`src/rtl/dmem_mmio.sv`:
```
// Data-side memory stage: word RAM plus a memory-mapped I/O page (LED, switches,
// cycle counter, countdown timer with sticky expiry). Reads are combinational.
module dmem_mmio #(
  parameter int unsigned DEPTH     = 64,
  parameter logic [31:0] MMIO_BASE = 32'hFFFF_FF00,
  parameter int unsigned SW_WIDTH  = 10,
  parameter int unsigned LED_WIDTH = 10
) (
  input  logic                 clk,
  input  logic                 reset,
  input  logic                 memwrite,
  input  logic [31:0]          addr,
  input  logic [31:0]          writedata,
  output logic [31:0]          readdata,
  input  logic [SW_WIDTH-1:0]  sw_in,
  output logic [LED_WIDTH-1:0] led_out,
  output logic                 timer_irq,
  output logic                 addr_err
);

  localparam int unsigned AW        = $clog2(DEPTH);
  localparam logic [31:0] RAM_BYTES = 32'(DEPTH * 4);

  typedef enum logic [5:0] {
    REG_LED    = 6'h00,
    REG_SW     = 6'h01,
    REG_CYCLES = 6'h02,
    REG_TIMER  = 6'h03,
    REG_STATUS = 6'h04
  } mmio_reg_e;

  logic [31:0]          r_mem [DEPTH];
  logic [LED_WIDTH-1:0] r_led;
  logic [SW_WIDTH-1:0]  r_sync1;
  logic [SW_WIDTH-1:0]  r_sync2;
  logic [31:0]          r_cycles;
  logic [31:0]          r_timer;
  logic                 r_expired;
  logic                 r_addr_err;

  logic                 w_is_ram;
  logic                 w_is_page;
  logic                 w_reg_hit;
  logic                 w_unmapped;
  logic [AW-1:0]        w_word;
  mmio_reg_e            w_reg;
  logic                 w_wr_led;
  logic                 w_wr_cycles;
  logic                 w_wr_timer;
  logic                 w_wr_status;
  logic                 w_expire;

  always_comb begin
    w_is_ram    = (addr < RAM_BYTES);
    w_is_page   = !w_is_ram && (addr[31:8] == MMIO_BASE[31:8]);
    w_reg       = mmio_reg_e'(addr[7:2]);
    w_word      = addr[AW+1:2];
    w_reg_hit   = w_is_page && (w_reg <= REG_STATUS);
    w_unmapped  = !w_is_ram && !w_reg_hit;
    w_wr_led    = memwrite && w_reg_hit && (w_reg == REG_LED);
    w_wr_cycles = memwrite && w_reg_hit && (w_reg == REG_CYCLES);
    w_wr_timer  = memwrite && w_reg_hit && (w_reg == REG_TIMER);
    w_wr_status = memwrite && w_reg_hit && (w_reg == REG_STATUS);
    // A timer load in the same cycle pre-empts the 1->0 step, so no expiry then.
    w_expire    = !w_wr_timer && (r_timer == 32'd1);
  end

  always_comb begin
    readdata = '0;
    if (w_is_ram) begin
      readdata = r_mem[w_word];
    end else if (w_reg_hit) begin
      case (w_reg)
        REG_LED:    readdata = 32'(r_led);
        REG_SW:     readdata = 32'(r_sync2);
        REG_CYCLES: readdata = r_cycles;
        REG_TIMER:  readdata = r_timer;
        REG_STATUS: readdata = {31'd0, r_expired};
        default:    readdata = '0;
      endcase
    end
  end

  // RAM contents are deliberately left out of reset.
  always_ff @(posedge clk) begin
    if (memwrite && w_is_ram) begin
      r_mem[w_word] <= writedata;
    end
  end

  always_ff @(posedge clk or negedge reset) begin
    if (!reset) begin
      r_led      <= '0;
      r_sync1    <= '0;
      r_sync2    <= '0;
      r_cycles   <= '0;
      r_timer    <= '0;
      r_expired  <= 1'b0;
      r_addr_err <= 1'b0;
    end else begin
      r_sync1 <= sw_in;
      r_sync2 <= r_sync1;

      if (w_wr_led) begin
        r_led <= writedata[LED_WIDTH-1:0];
      end

      r_cycles <= w_wr_cycles ? '0 : r_cycles + 32'd1;

      if (w_wr_timer) begin
        r_timer <= writedata;
      end else if (r_timer != '0) begin
        r_timer <= r_timer - 32'd1;
      end

      // Expiry has priority over a coincident software clear.
      if (w_expire) begin
        r_expired <= 1'b1;
      end else if (w_wr_status && writedata[0]) begin
        r_expired <= 1'b0;
      end

      if (w_unmapped) begin
        r_addr_err <= 1'b1;
      end
    end
  end

  assign led_out   = r_led;
  assign timer_irq = r_expired;
  assign addr_err  = r_addr_err;

endmodule

```
`config.mk`:
```
export PLATFORM = sky130hd
export DESIGN_NAME = dmem_mmio
export DESIGN_NICKNAME = d
export VERILOG_FILES = /design/src/rtl/dmem_mmio.sv
export SDC_FILE = /design/constraint.sdc
export NUM_CORES = 2
export LEC_CHECK = 0
export BUFFER_PORTS_ARGS = -buffer_cell sky130_fd_sc_hd__buf_4
export CAP_MARGIN = 20
export CORE_ASPECT_RATIO = 0.75
export CORE_MARGIN = 4
export CORE_UTILIZATION = 50
export DETAILED_ROUTE_END_ITERATION = 10
export PLACE_DENSITY_LB_ADDON = 0.08
export RECOVER_POWER = 25
export SLEW_MARGIN = 20
export SYNTH_ARGS = -nofsm -noshare
export SYNTH_HDL_FRONTEND = slang
export SYNTH_SLANG_ARGS = --single-unit
```
`constraint.sdc`:
```
create_clock -name clk -period 6.8 [get_ports clk]
set_clock_uncertainty 0.2 [all_clocks]
set_input_delay 1.36 -clock clk [delete_from_list [all_inputs] [get_ports clk]]
set_output_delay 1.36 -clock clk [all_outputs]
set_load 0.1 [all_outputs]
```
# After elaboration in Yosys (flattened, before gate mapping)
# Memory sizes are Yosys's and may differ from the RTL's.
# Cells that the tools add are included.
# word_totals
ff_bits,96
mem_bits_rw,2048
input_bits,77
output_inout_bits,44
n_memories,1
# classes
n_addsub,2
magnitude_cmp,2
n_eq_ne,6
mux,10
n_reduce_logical,18
# memory_table
memory,words,width,read_ports,rd_clocked_by_memory_dff,write_ports,line_no,source
r_mem,64,32,1,0,1,32,logic [31:0] r_mem [DEPTH];
# ops
operator,count
$mux W32,5
$pmux W32 S5,1
$add A32 B1 Y32 const B,1
$eq A32 B1 Y1 const B,1
$lt A32 B9 Y1 const B,1
$reduce_bool A32 Y1,1
$sub A32 B1 Y32 const B,1
$eq A24 B24 Y1 const B,1
$eq A6 B2 Y1 const B,2
$logic_and A1 B1 Y1,11
$eq A6 B1 Y1 const B,1
$eq A6 B3 Y1 const B,1
$le A6 B3 Y1 const B,1
$logic_not A6 Y1,1
$mux W1,4
$reduce_bool A2 Y1,2
$logic_not A1 Y1,3

# Longest topological paths before layout
# logic_depth
ltp_word,9
mapped_depth,11
depth_no_buf,7

# Least setup slack after synthesis
# No wires, ideal clock.
# synth_path
kind,input to output
startpoint,in addr[4]
endpoint,out readdata[13]
arrival_time_ps,4945
slack_ps,295
stages,7
path_cell_list,or4_1 > clkbuf_1 > nor2_2 > buf_2 > clkbuf_1 > a22oi_1 > o21ai_0
# synth_via
elab_chain_len,6
# synth_rtl
element,line_no,source
start: declaration,12,"input logic [31:0] addr,"
$lt A32 B9 Y1,54,w_is_ram = (addr < RAM_BYTES);
$logic_not A1 Y1,55,w_is_page = !w_is_ram && (addr[31:8] == MMIO_BASE[31:8]);
$logic_and A1 B1 Y1,55,
$logic_and A1 B1 Y1,58,w_reg_hit = w_is_page && (w_reg <= REG_STATUS);
$mux W32,72,end else if (w_reg_hit) begin
$mux W32 (*),70,if (w_is_ram) begin
end: declaration,14,"output logic [31:0] readdata,"
# Every way passes the cells marked *; elsewhere a longest branch is shown, timed or not.

# Worst setup path in the final report
# layout_path
startpoint,in addr[2]
endpoint,out readdata[11]
# The elaborated chain is that of the path after synthesis.

==> results.py <==
metrics = {
    "clock_network": {
        "clkSinkCount": 2144,
        "clock_input_transition_at_the_sequential_cells_of_the_worst_setup_and_hold_paths_ns": 0.06,
        "cts_inserted_buffers": 200,
        "cts_setup_buffers": 0,
        "cts-hold-fix-buffers": 0,
        "post_cts.resized_instances": 0,
        "worstSkewPairLatency_ns": 0.84,
        "cts_root_buffer": "sky130_fd_sc_hd__clkbuf_16",
        "clockBufferDepth": 3,
        "cts_htree_levels": 4,
        "clock_tree_from_tritoncts": "yes",
    },
    "cells_and_area": {
        "fin_nets": 5194,
        "synthToLayoutAreaGrowth_pct": 14.8,
        "final_cells": 7536,
        "drive_above_1_share": 0.224,
        "num-fill-cells": 12796,
    },
    "yosys": {
        "postSynthCellCount": 4738,
        "synth_fp_nets": 4819,
        "seq_total_area_yosys": 0.758,
        "dominantRegCellSynth": "sky130_fd_sc_hd__edfxtp_1",
        "ys_seq_elements": 2144,
        "synth_enable_flop_cells": 2048,
        "synthDistinctLibCells": 85,
        "post_synth_instance_area_um2": 84300,
        "avg_cell_area_syn_um2": 17.8,
        "synth_warnings": 0,
        "ys_async_sr_fraction": 0.0448,
    },
    "floorplan": {
        "std_cell_rows": 130,
        "ios": 121,
        "floorplan.initialDensity": 0.503,
        "die_w_um": 482,
        "die_height_um": 364,
        "core-area_um2": 168000,
        "die_footprint_um2": 175000,
    },
    "route": {
        "post_drt_wl_per_cell_um": 39.6,
        "firstDrtPassIters": 6,
        "ant_nets": 0,
        "route.final.wire_length_um": 298000,
        "via_per_inst": 6.80,
        "vias": 51241,
        "remaining_drc_errors": 0,
        "number_of_design_rule_violations_left_by_the_first_detailed_router_iteration": 8429,
    },
    "critical_path": {
        "timing.setup.critical_path_class": "in -> out",
        "cell_mode_on_critical_path": "sky130_fd_sc_hd__buf_4",
        "worst-path-max-fanout": 41,
        "critPathLaunchType": "input port",
        "worst_path_max_delay_cell": "sky130_fd_sc_hd__o21ai_0",
        "ff2ff_path_depth": 5,
        "required_ns": 5.24,
        "setup.worst_path.end_class": "output port",
        "critical_path.max_stage_delay_ns": 0.75,
        "series_of_cell_instances_along_the_critical_path": "buf_8 > buf_4 > nor2_4 > buf_12 > a22oi_1 > o22ai_1 > o21ai_0 > o2111ai_1 > a221o_1 > buf_4",
        "cp.arrival_ns": 4.85,
    },
    "placement": {
        "number_of_buffers_added_on_ports": 118,
        "hpwl_um": 177000,
        "post-place-cells": 7155,
        "routabilityCongestion": 0.929,
    },
    "power": {
        "p_clk_frac": 0.405,
        "power.density_cell_area_nw_per_um2": 282,
        "power.net_switching_mw": 6.19,
        "leak_pwr_nw": 31.5,
        "power_frac_seq": 0.532,
        "design_power_total_mw": 27.3,
        "irDropWorstVdd_mv": 0.269,
        "share_comb_of_total_power": 0.063,
        "power.switching_fraction": 0.227,
        "p_int_mw": 21.1,
    },
    "sta": {
        "final-hold-violation-count": 0,
        "slew_viol_final": 1716,
        "finalSetupViolations": 0,
        "tightestPinTransition_ns": 4.23,
        "final.period_utilization": 0.943,
        "worst_slew_margin_rel": -1.82,
        "maxClockFrequency_mhz": 156,
        "totalNegativeSetupSlack_ns": 0,
        "layout_min_cycle_time_ns": 6.41,
        "rsz0062_at_grt": "no",
    },
    "min_path": {
        "timing.hold.worst.class": "reg -> reg",
        "holdPathStages": 0,
    },
    "run": {
        "cap_viol_max_count": 27,
    },
    "grt": {
        "grt_pass1_vias": 46994,
        "number_of_antenna_violations_at_the_first_check_in_global_routing": 30,
        "grt_max_degree": 67,
        "grt_pass1_wl_um": 403000,
        "grt_ovf": 0,
        "grtUsageTotal": 0.336,
    },
    "status": {
        "failed_checks": "capacitance limit, slew limit",
        "result_of_the_run": "finished with violations",
    },
}
[sequential cells by signal, summed over array words and instances (netlist names)]
name       count
r_sync2       10
r_cycles      32
timer_irq      1
r_mem       2048
addr_err       1
r_sync1       10
r_timer       32
led_out       10
[cells in the final DEF (no fill, tap or decap), types with 14 or more instances in the layout]
master | netlist | routed
sky130_fd_sc_hd__o22a_1 | 19 | 19
sky130_fd_sc_hd__mux2_2 | 182 | 182
sky130_fd_sc_hd__o221ai_1 | 22 | 22
sky130_fd_sc_hd__mux2i_1 | 316 | 316
sky130_fd_sc_hd__dfrtp_1 | 96 | 96
sky130_fd_sc_hd__clkbuf_1 | 104 | 68
sky130_fd_sc_hd__o21ai_0 | 95 | 95
sky130_fd_sc_hd__a31oi_1 | 25 | 25
sky130_fd_sc_hd__xor2_1 | 19 | 19
sky130_fd_sc_hd__a22o_1 | 58 | 58
sky130_fd_sc_hd__nor3_1 | 20 | 19
sky130_fd_sc_hd__o22ai_1 | 119 | 119
sky130_fd_sc_hd__buf_12 | 0 | 60
sky130_fd_sc_hd__a221o_1 | 47 | 47
sky130_fd_sc_hd__o31ai_1 | 18 | 18
sky130_fd_sc_hd__clkbuf_16 | 0 | 207
sky130_fd_sc_hd__nor4_1 | 16 | 16
sky130_fd_sc_hd__a211oi_1 | 15 | 15
sky130_fd_sc_hd__edfxtp_1 | 2048 | 2048
sky130_fd_sc_hd__o2bb2ai_1 | 29 | 29
sky130_fd_sc_hd__clkinv_2 | 0 | 52
sky130_fd_sc_hd__a221oi_1 | 197 | 197
sky130_fd_sc_hd__nand4_1 | 16 | 16
sky130_fd_sc_hd__nand3_1 | 43 | 42
sky130_fd_sc_hd__nand3b_1 | 14 | 14
sky130_fd_sc_hd__mux4_2 | 113 | 113
sky130_fd_sc_hd__a21oi_1 | 90 | 90
sky130_fd_sc_hd__nand2_1 | 160 | 158
sky130_fd_sc_hd__nor2_1 | 198 | 129
sky130_fd_sc_hd__buf_4 | 70 | 401
sky130_fd_sc_hd__xnor2_1 | 39 | 39
sky130_fd_sc_hd__a22oi_1 | 187 | 187
sky130_fd_sc_hd__and3_1 | 15 | 14
sky130_fd_sc_hd__clkinv_1 | 2 | 36
sky130_fd_sc_hd__nor2_4 | 0 | 67
[Yosys cell counts, types with 29 or more instances]
master | n | area [µm²]
sky130_fd_sc_hd__buf_2 | 121 | 606
sky130_fd_sc_hd__a22oi_1 | 187 | 1400
sky130_fd_sc_hd__a22o_1 | 58 | 508
sky130_fd_sc_hd__mux4_2 | 113 | 2540
sky130_fd_sc_hd__edfxtp_1 | 2048 | 61500
sky130_fd_sc_hd__o22ai_1 | 119 | 744
sky130_fd_sc_hd__dfrtp_1 | 96 | 2400
sky130_fd_sc_hd__nor2_1 | 198 | 743
sky130_fd_sc_hd__a221o_1 | 47 | 470
sky130_fd_sc_hd__mux2i_1 | 316 | 3160
sky130_fd_sc_hd__a21oi_1 | 90 | 450
sky130_fd_sc_hd__buf_4 | 70 | 526
sky130_fd_sc_hd__nand3_1 | 43 | 215
sky130_fd_sc_hd__o2bb2ai_1 | 29 | 254
sky130_fd_sc_hd__a221oi_1 | 197 | 1730
sky130_fd_sc_hd__o21ai_0 | 95 | 475
sky130_fd_sc_hd__xnor2_1 | 39 | 342
sky130_fd_sc_hd__mux2_2 | 182 | 2050
sky130_fd_sc_hd__clkbuf_1 | 104 | 390
sky130_fd_sc_hd__nand2_1 | 160 | 601
[final timing paths]
check / start / end / slack, ns
max in group asynchronous: reset / r_sync2[1] / 3.64
max reg2reg: r_timer[25] / r_timer[16] / 3.26
min reg2reg: r_sync1[5] / r_sync2[5] / 0.15
min in group asynchronous: reset / r_cycles[25] / 1.00
min: r_sync1[5] / r_sync2[5] / 0.15
max: addr[2] / readdata[11] / 0.39
[per-stage QoR]
stage	hold slack [ns]	utilization	setup WS, ns	area (µm²)
final	0.151	0.578	0.386	96800
after CTS	0.150	0.578	0.485	96800
after detailed placement	0.136	0.540	0.506	90500
after floorplan	0.131	-	0.295	84300
after global routing	0.158	0.577	0.306	96700
after global placement	0.136	0.540	0.506	90500
[power by group through the flow]
stage / logic, mW / registers [mW] / clock network, mW
after floorplan: 0.682 / 14.7 / 0
after global placement: 1.67 / 14.7 / 0
after detailed placement: 1.68 / 14.7 / 0
after CTS: 1.69 / 14.5 / 11.1
after global routing: 1.74 / 14.5 / 11.7
final: 1.72 / 14.5 / 11.0
[worst max-delay path: cells and delay by family]
family	cells	cell delay (ns)
simple gates	1	0.06
buf+inv	4	1.05
compound gates	5	2.17
[cell families (layout without fill, tap and decap cells)]
group	Yosys count	after routing	share of synthesized area
flops	2144	2144	0.758
compound gates	1015	1015	0.0902
mux	611	611	0.0920
simple gates	568	568	0.0320
buf+inv	338	879	0.0212
xor+xnor	58	58	0.00603
fa+ha+maj	4	4	0.000594
other cells	0	13	0
[per-layer routing]
layer / global-route usage / vias up / routed length, µm
met3: 0.0914 / 565 / 36900
met4: 0.126 / 10 / 12600
met1: 0.499 / 26997 / 121000
li1: - / 20236 / -
met2: 0.478 / 3433 / 128000
met5: 0 / - / 64
[final cells by class]
type / count / area [µm²] / area share
diodes: 13 / 32.5 / 0.000336
clock buffers: 249 / 5370 / 0.0555
clock inverters: 119 / 961 / 0.00993
inverters: 8 / 40.0 / 0.000414
multi-input cells: 2256 / 19200 / 0.199
flip-flops and latches: 2144 / 63900 / 0.660
well taps: 2244 / 2810 / 0.0290
repair buffers: 503 / 4440 / 0.0459
Note: power is estimated with default switching activity, not from simulation.
